$ cat config.mk
export PLATFORM = sky130hd
export DESIGN_NAME = mem_arbiter
export DESIGN_NICKNAME = d
export VERILOG_FILES = /design/src/rtl/mem_arbiter.sv
export SDC_FILE = /design/constraint.sdc
export NUM_CORES = 1
export LEC_CHECK = 0
export ABC_AREA = 1
export BUFFER_PORTS_ARGS = -buffer_cell sky130_fd_sc_hd__clkbuf_2
export CAP_MARGIN = 20
export CORE_MARGIN = 4
export CORE_UTILIZATION = 30
export DETAILED_ROUTE_END_ITERATION = 10
export PLACE_DENSITY = 0.81
export SLEW_MARGIN = 20
export SYNTH_ARGS = -nofsm -noshare
export SYNTH_HDL_FRONTEND = slang
export SYNTH_SLANG_ARGS = --single-unit
$ cat constraint.sdc
create_clock -name clk -period 2.8 [get_ports clk]
set_clock_uncertainty 0.05 [all_clocks]
set_input_delay 0 -clock clk [delete_from_list [all_inputs] [get_ports clk]]
set_output_delay 0 -clock clk [all_outputs]
set_load 0.005 [all_outputs]
$ cat src/rtl/mem_arbiter.sv
// Two-requester arbiter (CPU core and loader/debug port) in front of a single-port RAM.
// Sticky-owner arbitration with a burst limit, an exclusive loader lock and owner-tagged read return.
module mem_arbiter #(
    parameter int AW        = 8,
    parameter int DW        = 8,
    parameter int RD_LAT    = 1,
    parameter int MAX_BURST = 4
) (
    input  logic          clk,
    input  logic          rst_n,

    input  logic          cpu_req,
    input  logic          cpu_we,
    input  logic [AW-1:0] cpu_addr,
    input  logic [DW-1:0] cpu_wdata,
    output logic          cpu_gnt,
    output logic          cpu_rvalid,
    output logic [DW-1:0] cpu_rdata,

    input  logic          ld_req,
    input  logic          ld_we,
    input  logic [AW-1:0] ld_addr,
    input  logic [DW-1:0] ld_wdata,
    output logic          ld_gnt,
    output logic          ld_rvalid,
    output logic [DW-1:0] ld_rdata,
    input  logic          ld_lock,

    output logic [AW-1:0] ram_addr,
    output logic [DW-1:0] ram_data,
    output logic          ram_rden,
    output logic          ram_wren,
    input  logic [DW-1:0] ram_q,

    output logic          locked
);

    localparam logic       OWN_CPU   = 1'b0;
    localparam logic       OWN_LD    = 1'b1;
    localparam logic [3:0] BURST_MAX = 4'(MAX_BURST);

    logic              last_owner;
    logic [3:0]        burst_cnt;
    logic              locked_q;
    logic [RD_LAT-1:0] pipe_vld;
    logic [RD_LAT-1:0] pipe_own;

    logic cpu_win;
    logic ld_win;
    logic any_gnt;
    logic win_owner;
    logic win_we;
    logic rd_issue;
    logic ret_vld;
    logic ret_own;

    // Grants are gated by rst_n so nothing reaches the RAM while reset is held.
    always_comb begin
        cpu_win = 1'b0;
        ld_win  = 1'b0;
        if (!rst_n) begin
            cpu_win = 1'b0;
            ld_win  = 1'b0;
        end else if (locked_q) begin
            ld_win = ld_req;
        end else if (cpu_req && !ld_req) begin
            cpu_win = 1'b1;
        end else if (ld_req && !cpu_req) begin
            ld_win = 1'b1;
        end else if (cpu_req && ld_req) begin
            if (burst_cnt == BURST_MAX) begin
                if (last_owner == OWN_CPU) ld_win = 1'b1;
                else                       cpu_win = 1'b1;
            end else begin
                if (last_owner == OWN_CPU) cpu_win = 1'b1;
                else                       ld_win = 1'b1;
            end
        end
    end

    assign any_gnt   = cpu_win | ld_win;
    assign win_owner = ld_win ? OWN_LD : OWN_CPU;
    assign win_we    = ld_win ? ld_we : cpu_we;
    assign rd_issue  = any_gnt & ~win_we;

    assign cpu_gnt  = cpu_win;
    assign ld_gnt   = ld_win;
    assign ram_rden = rd_issue;
    assign ram_wren = any_gnt & win_we;

    always_comb begin
        ram_addr = '0;
        ram_data = '0;
        if (ld_win) begin
            ram_addr = ld_addr;
            ram_data = ld_wdata;
        end else if (cpu_win) begin
            ram_addr = cpu_addr;
            ram_data = cpu_wdata;
        end
    end

    always_ff @(posedge clk or negedge rst_n) begin
        if (!rst_n) begin
            last_owner <= OWN_CPU;
            burst_cnt  <= 4'd0;
        end else if (!any_gnt) begin
            burst_cnt <= 4'd0;
        end else if (win_owner == last_owner) begin
            if (burst_cnt < BURST_MAX) burst_cnt <= burst_cnt + 4'd1;
        end else begin
            burst_cnt  <= 4'd1;
            last_owner <= win_owner;
        end
    end

    // Release takes priority: once locked, the first edge with ld_lock low unlocks.
    always_ff @(posedge clk or negedge rst_n) begin
        if (!rst_n) begin
            locked_q <= 1'b0;
        end else if (locked_q) begin
            if (!ld_lock) locked_q <= 1'b0;
        end else if (ld_win && ld_lock) begin
            locked_q <= 1'b1;
        end
    end

    assign locked = locked_q;

    always_ff @(posedge clk or negedge rst_n) begin
        if (!rst_n) begin
            pipe_vld <= '0;
            pipe_own <= '0;
        end else begin
            pipe_vld[0] <= rd_issue;
            pipe_own[0] <= win_owner;
            for (int i = 1; i < RD_LAT; i++) begin
                pipe_vld[i] <= pipe_vld[i-1];
                pipe_own[i] <= pipe_own[i-1];
            end
        end
    end

    assign ret_vld = pipe_vld[RD_LAT-1];
    assign ret_own = pipe_own[RD_LAT-1];

    assign cpu_rvalid = ret_vld & (ret_own == OWN_CPU);
    assign ld_rvalid  = ret_vld & (ret_own == OWN_LD);
    assign cpu_rdata  = cpu_rvalid ? ram_q : '0;
    assign ld_rdata   = ld_rvalid  ? ram_q : '0;

endmodule

---- Word-level counts from Yosys, hierarchy flattened ----
Index checks and enable logic that the tools add are counted.
cells by class
  $lt $le $gt $ge ......................... 1
  bitwise logic cells ..................... 8
  equal/unequal tests ..................... 3
  mux-type cells .......................... 28
  add/sub/neg operators ................... 1
  reduce and logical (&&, ||, !) cells .... 7
operator list
  operator               count
  $mux W8                6
  $mux W1                19
  $mux W4                3
  $add A4 B1 Y4 const B  1
  $and A1 B1 Y1          4
  $eq A4 B3 Y1 const B   1
  $logic_and A1 B1 Y1    4
  $lt A4 B3 Y1 const B   1
  $ne A3 B2 Y1 const B   1
  $not A1 Y1             3
  $logic_not A1 Y1       2
  $reduce_and A2 Y1      1
  $eq A1 B1 Y1           1
  $or A1 B1 Y1           1
storage, ports and cells
  logic and storage cells ................. 53
  bits in registers ....................... 8
  bits of input ports ..................... 47

---- Depth between registers and ports, before layout ----
  depth in word-level cells ............... 11
  mapped depth ............................ 12

---- Worst setup path after synthesis ----
Ideal clock, no wire load.
  kind .................................... flip-flop to flip-flop
  from .................................... register burst_cnt[0]
  to ...................................... register pipe_vld
  setup time .............................. 0.076 ns
  period minus slack after synthesis ...... 1.469 ns
  path slack .............................. 1.331 ns
  data arrival time ....................... 1.343 ns
  stages on the path, launching flop included .. 11
  required time ........................... 2.674 ns
  path through ............................ dfrtp_1 -> inv_1 -> ha_1 -> nand2_1 -> nor2_2 -> nand2_2 -> nand3_2 -> nand2_4 -> nand2_1 -> a21boi_1 -> and2_1
between the ends
  longest elaborated chain between the ends .. 10
  elaborated cells between the ends (all ways) .. 17
  classes of those cells .................. eq/ne (1); mux (13); bitwise (3)
RTL lines
  element                         RTL line  RTL
  start: declaration              43        logic [3:0] burst_cnt;
  start signal: assignment        110       if (burst_cnt < BURST_MAX) burst_cnt <= burst_cnt + 4'd1;
  $eq A4 B3 Y1 (*)                71        if (burst_cnt == BURST_MAX) begin
  $mux W1                         71
  $mux W1                         70        end else if (cpu_req && ld_req) begin
  $mux W1                         68        end else if (ld_req && !cpu_req) begin
  $mux W1                         66        end else if (cpu_req && !ld_req) begin
  $mux W1                         64        end else if (locked_q) begin
  $mux W1                         61        if (!rst_n) begin
  $mux W1                         83        assign win_we = ld_win ? ld_we : cpu_we;
  $not A1 Y1                      84        assign rd_issue = any_gnt & ~win_we;
  $and A1 B1 Y1 (*)               84
  via ram_rden                    31        output logic ram_rden,
  end signal: indexed assignment  138       pipe_vld[i] <= pipe_vld[i-1];
  end: declaration                45        logic [RD_LAT-1:0] pipe_vld;
Mark *: on every way through the listed nets, which the timed path passes. The rest lies on a longest branch.
A chain may end at the register's enable or synchronous reset.

---- Final worst setup path ----
  from .................................... register burst_cnt[0]
  to ...................................... output ram_rden
between the ends
  longest elaborated chain between the ends .. 10
  elaborated cells between the ends (all ways) .. 17
  classes of those cells .................. eq/ne (1); mux (13); bitwise (3)
RTL lines
  element            RTL line
  $eq A4 B3 Y1 (*)   71
  $mux W1            71
  $mux W1            70
  $mux W1            68
  $mux W1            66
  $mux W1            64
  $mux W1            61
  $mux W1            83
  $not A1 Y1         84
  $and A1 B1 Y1 (*)  84
  end: declaration   31
Mark *: on every way between the ends. The rest lies on a longest branch, timed or not.

==> impl_metrics.ini <==
[die]
floorplan.core_area_um2 = 2280
die-height_um = 57.7
io-pin-count = 86
rows = 17
design.die.area_um2 = 3330
start_util = 0.326
die_w_um = 57.7

[synth]
syn-num-nets = 157
netlist_area_um2 = 742
yosysSeqAreaShare = 0.270
yosys_warnings = 0
ys_ff_latch = 8
synth.avg_cell_area_um2 = 6.87
ys_types = 24
synthCells = 108

[timing]
setup_violations = 0
worst_slack_ns = 0.915
worst_pin_slew_ns = 0.270
min_period_ns = 1.89
max-slew-margin-rel = 0.820
final.setup.tns_ns = 0
finalCritPeriodShare = 0.673
hold_viol_final = 0
slew_viol_final = 0
max_freq_mhz = 530
rsz0062_at_grt = false

[cts]
clk_pin_slew_worst_paths_ns = 0.06
clockBufferDepth = 2
clock-sinks = 8
cts_max_level = 1
cts_buffers = 3
root_buffer = clkbuf_4
clk_latency_ns = 0.26
cts_resized = 0
holdBufCountCts = 2
cts_tree = built
post-cts-setup-buffers = 0

[worst_setup_path]
critPathMaxStageDelay_ns = 0.38
critPathBufInv = 3
path_delay_family = simple AND/OR/NAND/NOR gates
cp_max_fo = 19
crit_type = reg -> out
crit_path_start_kind = flop
critPathRequiredTime_ns = 2.75
crit_path_top_delay_cell = dfrtp_1
arrival_ns = 1.84
cp_cell_sequence = inv_1 -> ha_1 -> nand2_1 -> nor2_2 -> nand2_2 -> nand3_2 -> nand2_4 -> inv_4 -> a21boi_1 -> and2_1 -> clkbuf_2
worstSetupEndpointType = output port

[finish]
seq_area_um2 = 200
syn_to_final_growth_pct = 64.8
nets = 247
drive_above_1_share = 0.510
nFillCells = 233
num_antenna_cells = 0
multi_input_area_um2 = 442
final_cell_area_um2 = 1220

[detailed_routing]
drt_wl_total_um = 2560
num_vias = 1014
drt_iter0_drc = 25
via_per_inst = 4.53
first_pass_iters = 4
drcViolationCount = 0
final_antenna_net_count = 0
drt-wirelength-per-cell_um = 11.4

[global_route]
met1_usage = 0.161
grt_antenna_before_repair = 0
met3_usage = 0.0646
grt_pass1_vias = 971
grt_use_total = 0.153
grtUsageMet2 = 0.271
grt_max_degree = 20
grt_overflow_total = 0
grt_pass1_wl_um = 4040
grt.busiest_layer = met2

[placement]
place.gp.congestion = 0.855
pre_cts_slack_ns = 1.18
port_buffers = 85
place_hpwl_um = 2220
place_area_um2 = 1180

[status]
status = finished, final reports clean

[power_and_ir_drop]
power_density_nw_per_um2 = 305
power.ir.vdd_worst_uv = 327
leakagePower_uw = 0.000799

[worst_hold_path]
hold_path.class = in -> reg

[run]
cap_violations = 0
-- placed cells by master, fill, tap and decap left out, types with 2 or more instances in the layout --
cell type and count:
dlygate4sd3_1 2, nand3_1 3, nand3_2 2, clkbuf_2 85
dfrtp_1 8, ha_1 2, a21oi_1 2, clkbuf_4 3
a22o_1 13, nand4_1 2, inv_1 15, inv_2 4
nor2_1 20, nand2_1 22, nand2_2 2
-- sequential cells by signal, indices dropped and copies added (netlist names) --
name,count
locked,1
pipe_vld,1
burst_cnt,4
pipe_own,1
last_owner,1
-- Yosys cell counts (all sizes together) --
library cell,instances,area share
a21boi,2,0.020
ha,2,0.034
o21ai,1,0.0067
buf,2,0.030
a21oi,2,0.013
nand4,2,0.017
o211ai,1,0.010
and2,1,0.0084
inv,20,0.10
nand3,5,0.047
o21a,1,0.010
a22o,13,0.15
dfrtp,8,0.27
or2,1,0.0084
mux2i,1,0.013
nor2,21,0.11
nand2,25,0.14
-- report_power, final --
part | internal [uW] | switching [uW]
Combinational | 74.0 | 77.3
Sequential | 123 | 6.69
Clock | 49.2 | 42.2
Total | 247 | 126
-- stage by stage --
step / instances / util / total power [uW] / hold slack (ns)
2_1_floorplan: 108 / - / 209 / -0.346
3_3_place_gp: 219 / 0.518 / 281 / -0.169
3_5_place_dp: 219 / 0.518 / 283 / -0.167
4_1_cts: 224 / 0.537 / 376 / 0.0150
5_1_grt: 224 / 0.537 / 404 / 0.0164
6_report: 224 / 0.537 / 373 / 0.0114
-- path summary, 6_finish.rpt --
kind                              startpoint            to  slack, ns  cells after the start
worst min-delay path                   ld_we      pipe_vld       0.01                      3
min in group asynchronous              rst_n        locked       0.09                      2
worst min register to register  burst_cnt[2]  burst_cnt[2]       0.51                      2
max in group asynchronous              rst_n  burst_cnt[0]       2.38                      2
worst max-delay path            burst_cnt[0]      ram_rden       0.91                     11
worst max register to register  burst_cnt[0]      pipe_vld       1.19                     10
-- final cells by class --
cell class,instances,share of cell area
Clock buffer,3,0.0184
Inverter,20,0.0635
Multi-Input combinational cell,78,0.361
Sequential cell,8,0.164
Tap cell,28,0.0287
Timing Repair Buffer,87,0.364
-- cell families (layout without fill, tap and decap cells) --
group           after synthesis  in the layout  share of synthesized area
compound gates               20             20                      0.214
fa+ha+maj                     2              2                     0.0337
buf+inv                      22            110                      0.135
flops                         8              8                      0.270
mux                           1              1                     0.0135
simple gates                 55             55                      0.334
-- metal layers --
metal	up-vias	part of all wire
li1	529	-
met1	420	0.36
met2	61	0.48
met3	4	0.14
met4	0	0.018
met5	-	0
-- worst register-to-register path, delay by kind of cell (launching register included) --
kind | cells | cell delay (ns)
DFF | 1 | 0.40
adders and majority gates | 1 | 0.15
and+or+nand+nor | 6 | 0.56
buffers and inverters | 2 | 0.24
AOI/OAI and AO/OA | 1 | 0.10
Power figures use the tool's default switching activity.
